`config.mk`:
```
export PLATFORM = sky130hd
export DESIGN_NAME = gb_cpu_regfile
export DESIGN_NICKNAME = d
export VERILOG_FILES = /design/src/rtl/gb_cpu_common_pkg.sv /design/src/rtl/gb_cpu_reg16_counter.sv /design/src/rtl/gb_cpu_regfile.sv
export SDC_FILE = /design/constraint.sdc
export NUM_CORES = 1
export LEC_CHECK = 0
export CORE_ASPECT_RATIO = 0.6
export CORE_MARGIN = 8
export CORE_UTILIZATION = 40
export CTS_BUF_LIST = sky130_fd_sc_hd__clkbuf_4 sky130_fd_sc_hd__clkbuf_8
export DETAILED_ROUTE_END_ITERATION = 6
export PLACE_DENSITY = 0.64
export SKIP_CTS_REPAIR_TIMING = 1
export SYNTH_ARGS = -nofsm -noshare
export SYNTH_HDL_FRONTEND = slang
export SYNTH_HIERARCHICAL = 1
export SYNTH_SLANG_ARGS = --single-unit
export TNS_END_PERCENT = 50
```
`constraint.sdc`:
```
create_clock -name clk -period 6.7 [get_ports clk]
set_input_delay 2.01 -clock clk [delete_from_list [all_inputs] [get_ports clk]]
set_output_delay 2.01 -clock clk [all_outputs]
set_load 0.01 [all_outputs]
```
`src/rtl/gb_cpu_common_pkg.sv`:
```
// gb_cpu_common_pkg: shared CPU types - ALU flags, register/pair selects, DMG post-boot constants
package gb_cpu_common_pkg;

    typedef struct packed {
        logic z;
        logic n;
        logic h;
        logic c;
    } alu_flags_t;

    typedef enum logic [2:0] {
        REG_B, REG_C, REG_D, REG_E, REG_H, REG_L, REG_F, REG_A
    } reg8_sel_t;

    typedef enum logic [2:0] {
        PAIR_BC, PAIR_DE, PAIR_HL, PAIR_SP, PAIR_AF, PAIR_PC
    } reg16_sel_t;

    localparam logic [7:0]  BOOT_A  = 8'h01;
    localparam logic [7:0]  BOOT_F  = 8'hB0;
    localparam logic [7:0]  BOOT_B  = 8'h00;
    localparam logic [7:0]  BOOT_C  = 8'h13;
    localparam logic [7:0]  BOOT_D  = 8'h00;
    localparam logic [7:0]  BOOT_E  = 8'hD8;
    localparam logic [7:0]  BOOT_H  = 8'h01;
    localparam logic [7:0]  BOOT_L  = 8'h4D;
    localparam logic [15:0] BOOT_SP = 16'hFFFE;
    localparam logic [15:0] BOOT_PC = 16'h0100;

endpackage

```
`src/rtl/gb_cpu_reg16_counter.sv`:
```
// gb_cpu_reg16_counter: 16-bit register with per-byte load and inc/dec, loads beating counting
// Ports: clk, reset (sync, active-high, loads RST_VAL); ld_hi/ld_lo byte loads from d;
//        inc/dec modulo-2^16 step (both together hold); q current value.
module gb_cpu_reg16_counter #(
    parameter logic [15:0] RST_VAL = 16'h0000
) (
    input  logic        clk,
    input  logic        reset,
    input  logic        ld_hi,
    input  logic        ld_lo,
    input  logic [15:0] d,
    input  logic        inc,
    input  logic        dec,
    output logic [15:0] q
);
    logic [15:0] nxt;

    // Any byte load drops the count entirely, so an untouched byte holds rather than steps
    always_comb begin
        nxt = (ld_hi || ld_lo) ? {ld_hi ? d[15:8] : q[15:8], ld_lo ? d[7:0] : q[7:0]} :
              (inc && !dec)    ? q + 16'd1 :
              (dec && !inc)    ? q - 16'd1 : q;
    end

    always_ff @(posedge clk) begin
        q <= reset ? RST_VAL : nxt;
    end
endmodule

```
`src/rtl/gb_cpu_regfile.sv`:
```
// gb_cpu_regfile: Game Boy CPU architectural register file (A F B C D E H L SP PC)
// Ports: clk, reset (sync, active-high, loads BOOT_SKIP state);
//        rd_a/rd_b 8-bit reads, rd16 pair read (6/7 read 0);
//        wr8, wr16 (6/7 ignored), flags_we/flags_in masked flag writes, flags_out;
//        pc_inc, hl_inc/dec, sp_inc/dec counters; pc_out, sp_out.
// Option: GB_CPU_REGFILE_BYPASS_EN forwards same-cycle write data onto the read ports.
module gb_cpu_regfile
    import gb_cpu_common_pkg::*;
#(
    parameter bit BOOT_SKIP = 1'b0
) (
    input  logic        clk,
    input  logic        reset,
    input  logic [2:0]  rd_a_sel,
    input  logic [2:0]  rd_b_sel,
    output logic [7:0]  rd_a_data,
    output logic [7:0]  rd_b_data,
    input  logic [2:0]  rd16_sel,
    output logic [15:0] rd16_data,
    input  logic        wr8_en,
    input  logic [2:0]  wr8_sel,
    input  logic [7:0]  wr8_data,
    input  logic        wr16_en,
    input  logic [2:0]  wr16_sel,
    input  logic [15:0] wr16_data,
    input  logic [3:0]  flags_we,
    input  alu_flags_t  flags_in,
    output alu_flags_t  flags_out,
    input  logic        pc_inc,
    input  logic        hl_inc,
    input  logic        hl_dec,
    input  logic        sp_inc,
    input  logic        sp_dec,
    output logic [15:0] pc_out,
    output logic [15:0] sp_out
);
`ifdef GB_CPU_REGFILE_BYPASS_EN
    localparam bit BYP = 1'b1;
`else
    localparam bit BYP = 1'b0;
`endif

    localparam logic [7:0] RA = BOOT_SKIP ? BOOT_A : 8'h00;
    localparam logic [7:0] RF = BOOT_SKIP ? BOOT_F : 8'h00;
    localparam logic [7:0] RB = BOOT_SKIP ? BOOT_B : 8'h00;
    localparam logic [7:0] RC = BOOT_SKIP ? BOOT_C : 8'h00;
    localparam logic [7:0] RD = BOOT_SKIP ? BOOT_D : 8'h00;
    localparam logic [7:0] RE = BOOT_SKIP ? BOOT_E : 8'h00;
    localparam logic [15:0] RHL = BOOT_SKIP ? {BOOT_H, BOOT_L} : 16'h0000;
    localparam logic [15:0] RSP = BOOT_SKIP ? BOOT_SP : 16'h0000;
    localparam logic [15:0] RPC = BOOT_SKIP ? BOOT_PC : 16'h0000;

    logic [7:0]  a, b, c, d, e;
    logic [3:0]  f_hi;
    logic [15:0] hl, sp, pc;
    logic [7:0]  cur [8];
    logic [7:0]  wv  [8];
    logic [7:0]  vw  [8];
    logic [7:0]  f_base;
    logic        wr_sp, wr_pc, ld_h, ld_l;

    // wr8 beats wr16 on a byte; hi selects which half of wr16_data lands in this byte
    function automatic logic [7:0] merge(input logic [7:0] cv, input logic [2:0] i,
                                         input logic [2:0] p, input logic hi);
        return (wr8_en && wr8_sel == i)  ? wr8_data :
               (wr16_en && wr16_sel == p) ? (hi ? wr16_data[15:8] : wr16_data[7:0]) : cv;
    endfunction

    always_comb begin
        cur[0] = b;
        cur[1] = c;
        cur[2] = d;
        cur[3] = e;
        cur[4] = hl[15:8];
        cur[5] = hl[7:0];
        cur[6] = {f_hi, 4'h0};
        cur[7] = a;
        wv[0]  = merge(b, REG_B, PAIR_BC, 1'b1);
        wv[1]  = merge(c, REG_C, PAIR_BC, 1'b0);
        wv[2]  = merge(d, REG_D, PAIR_DE, 1'b1);
        wv[3]  = merge(e, REG_E, PAIR_DE, 1'b0);
        wv[4]  = merge(hl[15:8], REG_H, PAIR_HL, 1'b1);
        wv[5]  = merge(hl[7:0], REG_L, PAIR_HL, 1'b0);
        wv[7]  = merge(a, REG_A, PAIR_AF, 1'b1);
        f_base = merge(cur[6], REG_F, PAIR_AF, 1'b0);
        // masked flag bits override everything; the low nibble of F is hardwired to zero
        wv[6]  = {(flags_we & flags_in) | (~flags_we & f_base[7:4]), 4'h0};
        for (int i = 0; i < 8; i++) vw[i] = BYP ? wv[i] : cur[i];
    end

    assign wr_sp = wr16_en && wr16_sel == PAIR_SP;
    assign wr_pc = wr16_en && wr16_sel == PAIR_PC;
    assign ld_h  = (wr8_en && wr8_sel == REG_H) || (wr16_en && wr16_sel == PAIR_HL);
    assign ld_l  = (wr8_en && wr8_sel == REG_L) || (wr16_en && wr16_sel == PAIR_HL);

    always_ff @(posedge clk) begin
        a    <= reset ? RA : wv[7];
        f_hi <= reset ? RF[7:4] : wv[6][7:4];
        b    <= reset ? RB : wv[0];
        c    <= reset ? RC : wv[1];
        d    <= reset ? RD : wv[2];
        e    <= reset ? RE : wv[3];
    end

    gb_cpu_reg16_counter #(.RST_VAL(RHL)) u_hl (
        .clk(clk), .reset(reset), .ld_hi(ld_h), .ld_lo(ld_l), .d({wv[4], wv[5]}),
        .inc(hl_inc), .dec(hl_dec), .q(hl)
    );
    gb_cpu_reg16_counter #(.RST_VAL(RSP)) u_sp (
        .clk(clk), .reset(reset), .ld_hi(wr_sp), .ld_lo(wr_sp), .d(wr16_data),
        .inc(sp_inc), .dec(sp_dec), .q(sp)
    );
    gb_cpu_reg16_counter #(.RST_VAL(RPC)) u_pc (
        .clk(clk), .reset(reset), .ld_hi(wr_pc), .ld_lo(wr_pc), .d(wr16_data),
        .inc(pc_inc), .dec(1'b0), .q(pc)
    );

    assign rd_a_data = vw[rd_a_sel];
    assign rd_b_data = vw[rd_b_sel];
    assign rd16_data = rd16_sel == PAIR_BC ? {vw[0], vw[1]} :
                       rd16_sel == PAIR_DE ? {vw[2], vw[3]} :
                       rd16_sel == PAIR_HL ? {vw[4], vw[5]} :
                       rd16_sel == PAIR_SP ? ((BYP && wr_sp) ? wr16_data : sp) :
                       rd16_sel == PAIR_AF ? {vw[7], vw[6]} :
                       rd16_sel == PAIR_PC ? ((BYP && wr_pc) ? wr16_data : pc) : 16'h0000;
    assign flags_out = alu_flags_t'(f_hi);
    assign pc_out    = pc;
    assign sp_out    = sp;
endmodule

```
---- After elaboration in Yosys (flattened, before gate mapping) ----
Index checks and enable logic that the tools add are counted.
W data, S select, Z words.
word-level totals
  register bits after elaboration ......... 92
  bits of input ports ..................... 56
  logic and storage cells ................. 120
operators by class
  add/subtract/negate cells ............... 5
  order comparisons ....................... 2
  equal/unequal tests ..................... 21
  muxes and demuxes ....................... 38
  bitwise operators ....................... 6
  reduce and logical (&&, ||, !) cells .... 38
operators by type and width
  cell                     count
  $mux W16                 14
  $mux W8                  22
  $add A16 B1 Y16 const B  3
  $bmux W8 S3              2
  $sub A16 B1 Y16 const B  2
  $eq A3 B3 Y1 const B     8
  $eq A3 B2 Y1 const B     6
  $logic_and A1 B1 Y1      18
  $reduce_bool A2 Y1       6
  $eq A3 B1 Y1 const B     3
  $logic_not A3 Y1         3
  $and A4 B4 Y4            2
  $ge A4 B4 Y1 const B     2
  $not A3 Y4               2
  $ne A3 B3 Y1 const B     2
  $reduce_and A3 Y1        2
  $reduce_bool A3 Y1       2
  $logic_not A1 Y1         4
  $ne A2 B1 Y1 const B     2
  $not A4 Y4               1
  $or A4 B4 Y4             1
  $logic_or A1 B1 Y1       3

---- Logic depth before layout (Yosys ltp) ----
  depth after elaboration ................. 7
  depth in mapped cells ................... 11
  mapped depth without buffers ............ 9

---- Cells and area by module ----
The synthesis kept the hierarchy.
modules (own cells, without submodules)
  module                           instances  cells an instance  area an instance (µm²)  seq. area each (µm²)
  gb_cpu_regfile                   1          463                4,207.8                 880.8
  gb_cpu_reg16_counter (u_hl ...)  2          198                1,554.0                 320.3
  gb_cpu_reg16_counter (u_sp)      1          214                1,592.8                 320.3

---- Worst setup path before layout ----
OpenSTA, ideal clock, no wires.
  path kind ............................... in2out
  from .................................... input port rd_a_sel[0]
  to ...................................... output port rd_a_data[5]
  arrival ................................. 3.165 ns
  slack ................................... 1.525 ns
  stages .................................. 5
  path buffers ............................ 2
  path through ............................ buf_2 buf_2 mux4_2 nand2_1 nand2_1
on the way
  longest elaborated chain between the ends .. 4
RTL lines
  what                                        RTL line               RTL
  from (decl)                                 gb_cpu_regfile.sv:14   input logic [2:0] rd_a_sel,
  $not A3 Y4 (not written as such)            gb_cpu_regfile.sv:118  assign rd_a_data = vw[rd_a_sel];
  $bmux W8 S3                                 gb_cpu_regfile.sv:118
  $mux W8 (not written as such) (2 in a row)  gb_cpu_regfile.sv:118
  to (decl)                                   gb_cpu_regfile.sv:16   output logic [7:0] rd_a_data,
Every way passes these cells. The select of a mux whose other input is x is not followed.

---- Worst setup path after layout ----
  from .................................... input port rd16_sel[1]
  to ...................................... output port rd16_data[14]
on the way
  longest elaborated chain between the ends .. 7
  elaborated cells between the ends (all ways) .. 12
  classes of those cells .................. eq/ne: 5; mux: 6; reduce/logical: 1
RTL lines
  what          RTL line               RTL
  from (decl)   gb_cpu_regfile.sv:18   input logic [2:0] rd16_sel,
  $eq A3 B3 Y1  gb_cpu_regfile.sv:125  rd16_sel == PAIR_PC ? ((BYP && wr_pc) ? wr16_data : pc) : 16'h0000;
  $mux W16      gb_cpu_regfile.sv:125
  $mux W16      gb_cpu_regfile.sv:124  rd16_sel == PAIR_AF ? {vw[7], vw[6]} :
  $mux W16      gb_cpu_regfile.sv:123  rd16_sel == PAIR_SP ? ((BYP && wr_sp) ? wr16_data : sp) :
  $mux W16      gb_cpu_regfile.sv:122  rd16_sel == PAIR_HL ? {vw[4], vw[5]} :
  $mux W16      gb_cpu_regfile.sv:121  rd16_sel == PAIR_DE ? {vw[2], vw[3]} :
  $mux W16 *    gb_cpu_regfile.sv:120  assign rd16_data = rd16_sel == PAIR_BC ? {vw[0], vw[1]} :
  to (decl)     gb_cpu_regfile.sv:19   output logic [15:0] rd16_data,
Mark *: on every way between the ends. The rest lies on a longest branch, timed or not.

==> out/metrics.csv <==
stage,metric,value,unit
timing,WHS,556,ps
outcome,outcome,completed,
run,Max Cap Viol,0,
critical_path,FF-to-FF Start,u_sp/q[12],
timing,Final WS setup,434,ps
timing,Final setup viols,0,
clocking,total CTS buffers,9,
logic_synthesis,post-synth cell types,73,
logic_synthesis,average size of a mapped cell,8.30,µm²
place,port bufs,123,
floorplan,I/O pin count,124,
power,Net Sw Frac,43.3,%
global_routing,gr ovfl total,0,
power,Clock Power Share,16.4,%
clocking,clk_lat worst skew,390,ps
critical_path,CP Data Required Time,4690,ps
timing,fmax,0.160,GHz
drt,final wirelength,33200,µm
place,post-place setup slack,470,ps
logic_synthesis,Cells after Synth,1073,
timing,setup TNS,0,ps
timing,"Min Clock Period, post-route",6270,ps
critical_path,crit path DAT,4260,ps
floorplan,Die Area,27500,µm²
critical_path,reg2reg end,u_sp/q[15],
logic_synthesis,"Seq/Total Area, Yosys",20.7,%
global_routing,number of global-route vias before repair,8211,
drt,Via density,6.28,
global_routing,initial antenna violation count,1,
power,Leak Pwr,3.87,nW
clocking,Max clock buf depth,2,
critical_path,Worst Setup EP,rd16_data[14],
timing,Clock Skew,14.0,ps
logic_synthesis,mapped cell area,8910,µm²
logic_synthesis,#FFs+latches synth,92,
finish,NumNets Final,1249,
finish,fill cell count,2147,
finish,ANT cells,0,
hold_path,Hold Path Depth,2,
floorplan,Core ar.,22000,µm²
power,Pwr Density,244,nW/µm²
critical_path,most frequent CP cell,clkdlybuf4s50_1,
floorplan,Initial Util,40.6,%
finish,Multi-input gate area,6550,µm²
finish,"most common cell after layout, fill and taps aside",nor2_1,
drt,antenna-violating nets left,0,
clocking,H-tree levels,3,
timing,final hold violations,0,
critical_path,kind of critical path,input port to output port,
logic_synthesis,Area contributors post-synth,"dfxtp_1, mux2i_1, ha_1",
place,DP Wirelength,25600,µm
timing,Slew HR,32.6,%
drt,via count,9006,
drt,drt pass-1 iters,5,
timing,RSZ-0062 raised after global routing,no,
drt,drt wl/cell,23.1,µm
critical_path,CP Launch Point,rd16_sel[1],
critical_path,Worst R2R Setup Slack,4110,ps
critical_path,R2R depth,7,
finish,Reg area,1840,µm²
floorplan,die width,209,µm
global_routing,GRT busiest layer,met1,
logic_synthesis,number of flops mapped to enable cells by yosys,0,
clocking,Clock Pin Slew Worst Setup and Hold Paths,90,ps
global_routing,met2 usage,30.1,%
drt,# DRC,0,
global_routing,met1 GRT Util,35.1,%
finish,Layout area overhead,16.7,%
hold_path,Hold WC Path Type,flip-flop to flip-flop,
critical_path,crit end category,output port,
place,gpl congestion,0.938,
power,Seq pwr share,30.7,%
timing,Slew @ Worst Pin,1010,ps
drt,DR iter-0 viols,991,
logic_synthesis,"Async S/R FF share, synth",0,%
clocking,CTS tree,built,
critical_path,crit start category,input port,
global_routing,first-pass GRT wire length,50200,µm
finish,"commonest non-fill, non-tap cells in the layout","nor2_1, clkdlybuf4s50_1, dfxtp_1, nand2_1, a21oi_1",
global_routing,largest net degree at the start of global routing,55,
critical_path,CP Cell Sequence,clkdlybuf4s50_1 > inv_1 > a221oi_1 > nor2_1 > clkdlybuf4s50_1,
logic_synthesis,Yosys top cell by area,dfxtp_1,
critical_path,critical path's slowest cell,inv_1,
critical_path,largest stage delay on the critical path,660,ps
power,Combinational Power Share,52.9,%
finish,final core utilization,47.3,%
floorplan,Die Height,132,µm
floorplan,Row Count,42,
power,VDD IR max,0.000111,V
critical_path,worst-path fanout max,24,
power,sw power,1.10,mW
timing,Final Max Tran Viols,0,
timing,Tcrit/Tclk final,93.5,%
logic_synthesis,"Top FF cell, synth",dfxtp_1,
power,internal power,1.44,mW
clocking,Root Buffer,clkbuf_8,
finish,layout cells sized above 1,11.9,%
clocking,total number of clock tree sinks,92,
global_routing,GRT Total Usage,23.1,%
global_routing,grt met3 use,9.40,%
logic_synthesis,synth warn,6,
logic_synthesis,post-synth top area share,20.7,%
## per-stage QoR
step	instance area, µm²	total power [mW]	std cells
2_1_floorplan	8910	1.65	1074
3_3_place_gp	10200	2.09	1417
3_5_place_dp	10200	2.10	1417
4_1_cts	10400	2.51	1433
5_1_grt	10400	2.69	1433
6_report	10400	2.54	1433
## sequential cells by signal, summed over array words and instances (netlist names), named ones only
| name | count |
|---|---|
| e | 8 |
| c | 8 |
| u_hl/q | 16 |
| d | 8 |
| u_sp/q | 16 |
| a | 8 |
| u_pc/q | 16 |
| b | 8 |
## metal layers
layer,up-vias,share of wire [%]
met5,-,0.039
met1,4287,48
li1,4162,-
met4,2,1.0
met3,40,13
met2,515,38
## cell usage after synthesis (5+ instances only)
master	count
xor2_1	6
o41ai_1	6
nand3_1	11
nor2_1	146
o21bai_1	5
a211oi_2	12
a221oi_1	27
dfxtp_1	92
a21oi_1	76
inv_1	29
mux2_2	38
nor2b_1	13
nor3_1	11
o21ai_0	42
mux2i_1	63
a21o_1	10
a311oi_1	9
nand2_1	86
buf_2	21
a22oi_1	21
buf_4	9
o22ai_1	6
nor3b_1	6
nand4_1	10
clkbuf_1	38
nand2b_1	12
or2_2	6
ha_1	48
mux4_2	24
xnor2_1	31
buf_6	5
a211oi_1	47
## area by class of cell
type / count / share of cell area, %
Clock buffer: 11 / 1.46
Clock inverter: 5 / 0.577
Inverter: 29 / 1.05
Multi-Input combinational cell: 873 / 62.9
Sequential cell: 92 / 17.7
Tap cell: 286 / 3.44
Timing Repair Buffer: 137 / 12.8
## cells by family after synthesis
| family | share of synthesized area (%) |
|---|---|
| XOR/XNOR | 3.64 |
| AND/OR/NAND/NOR | 18.4 |
| other | 0.0421 |
| flip-flops | 20.7 |
| buffers and inverters | 6.01 |
| adder cells (fa/ha/maj) | 7.42 |
| AO/OA/AOI/OAI | 25.6 |
| multiplexers | 18.3 |
## worst max-delay path, delay by kind of cell
| family | cells | cell delay, ps |
|---|---|---|
| and+or+nand+nor | 1 | 200 |
| AOI/OAI and AO/OA | 1 | 210 |
| buffers and inverters | 3 | 1820 |
## power by group through the flow
| stage | Combinational [mW] | Clock [mW] | Sequential (mW) |
|---|---|---|---|
| 6_report | 1.34 | 0.416 | 0.780 |
| 5_1_grt | 1.47 | 0.439 | 0.788 |
| 3_5_place_dp | 1.32 | 0 | 0.784 |
| 2_1_floorplan | 0.919 | 0 | 0.728 |
| 4_1_cts | 1.32 | 0.416 | 0.772 |
| 3_3_place_gp | 1.30 | 0 | 0.788 |
## how the worst min path moves through the flow
| stage | from | endpoint | slack [ps] |
|---|---|---|---|
| after floorplan | u_hl/q[2] | u_hl/q[2] | 530 |
| after CTS | u_sp/q[2] | u_sp/q[2] | 560 |
| after global routing | u_sp/q[2] | u_sp/q[2] | 590 |
| after detailed placement | u_sp/q[2] | u_sp/q[2] | 550 |
| after global placement | u_sp/q[2] | u_sp/q[2] | 550 |
| final | u_sp/q[2] | u_sp/q[2] | 560 |
Note: power is estimated with default switching activity, not from simulation.
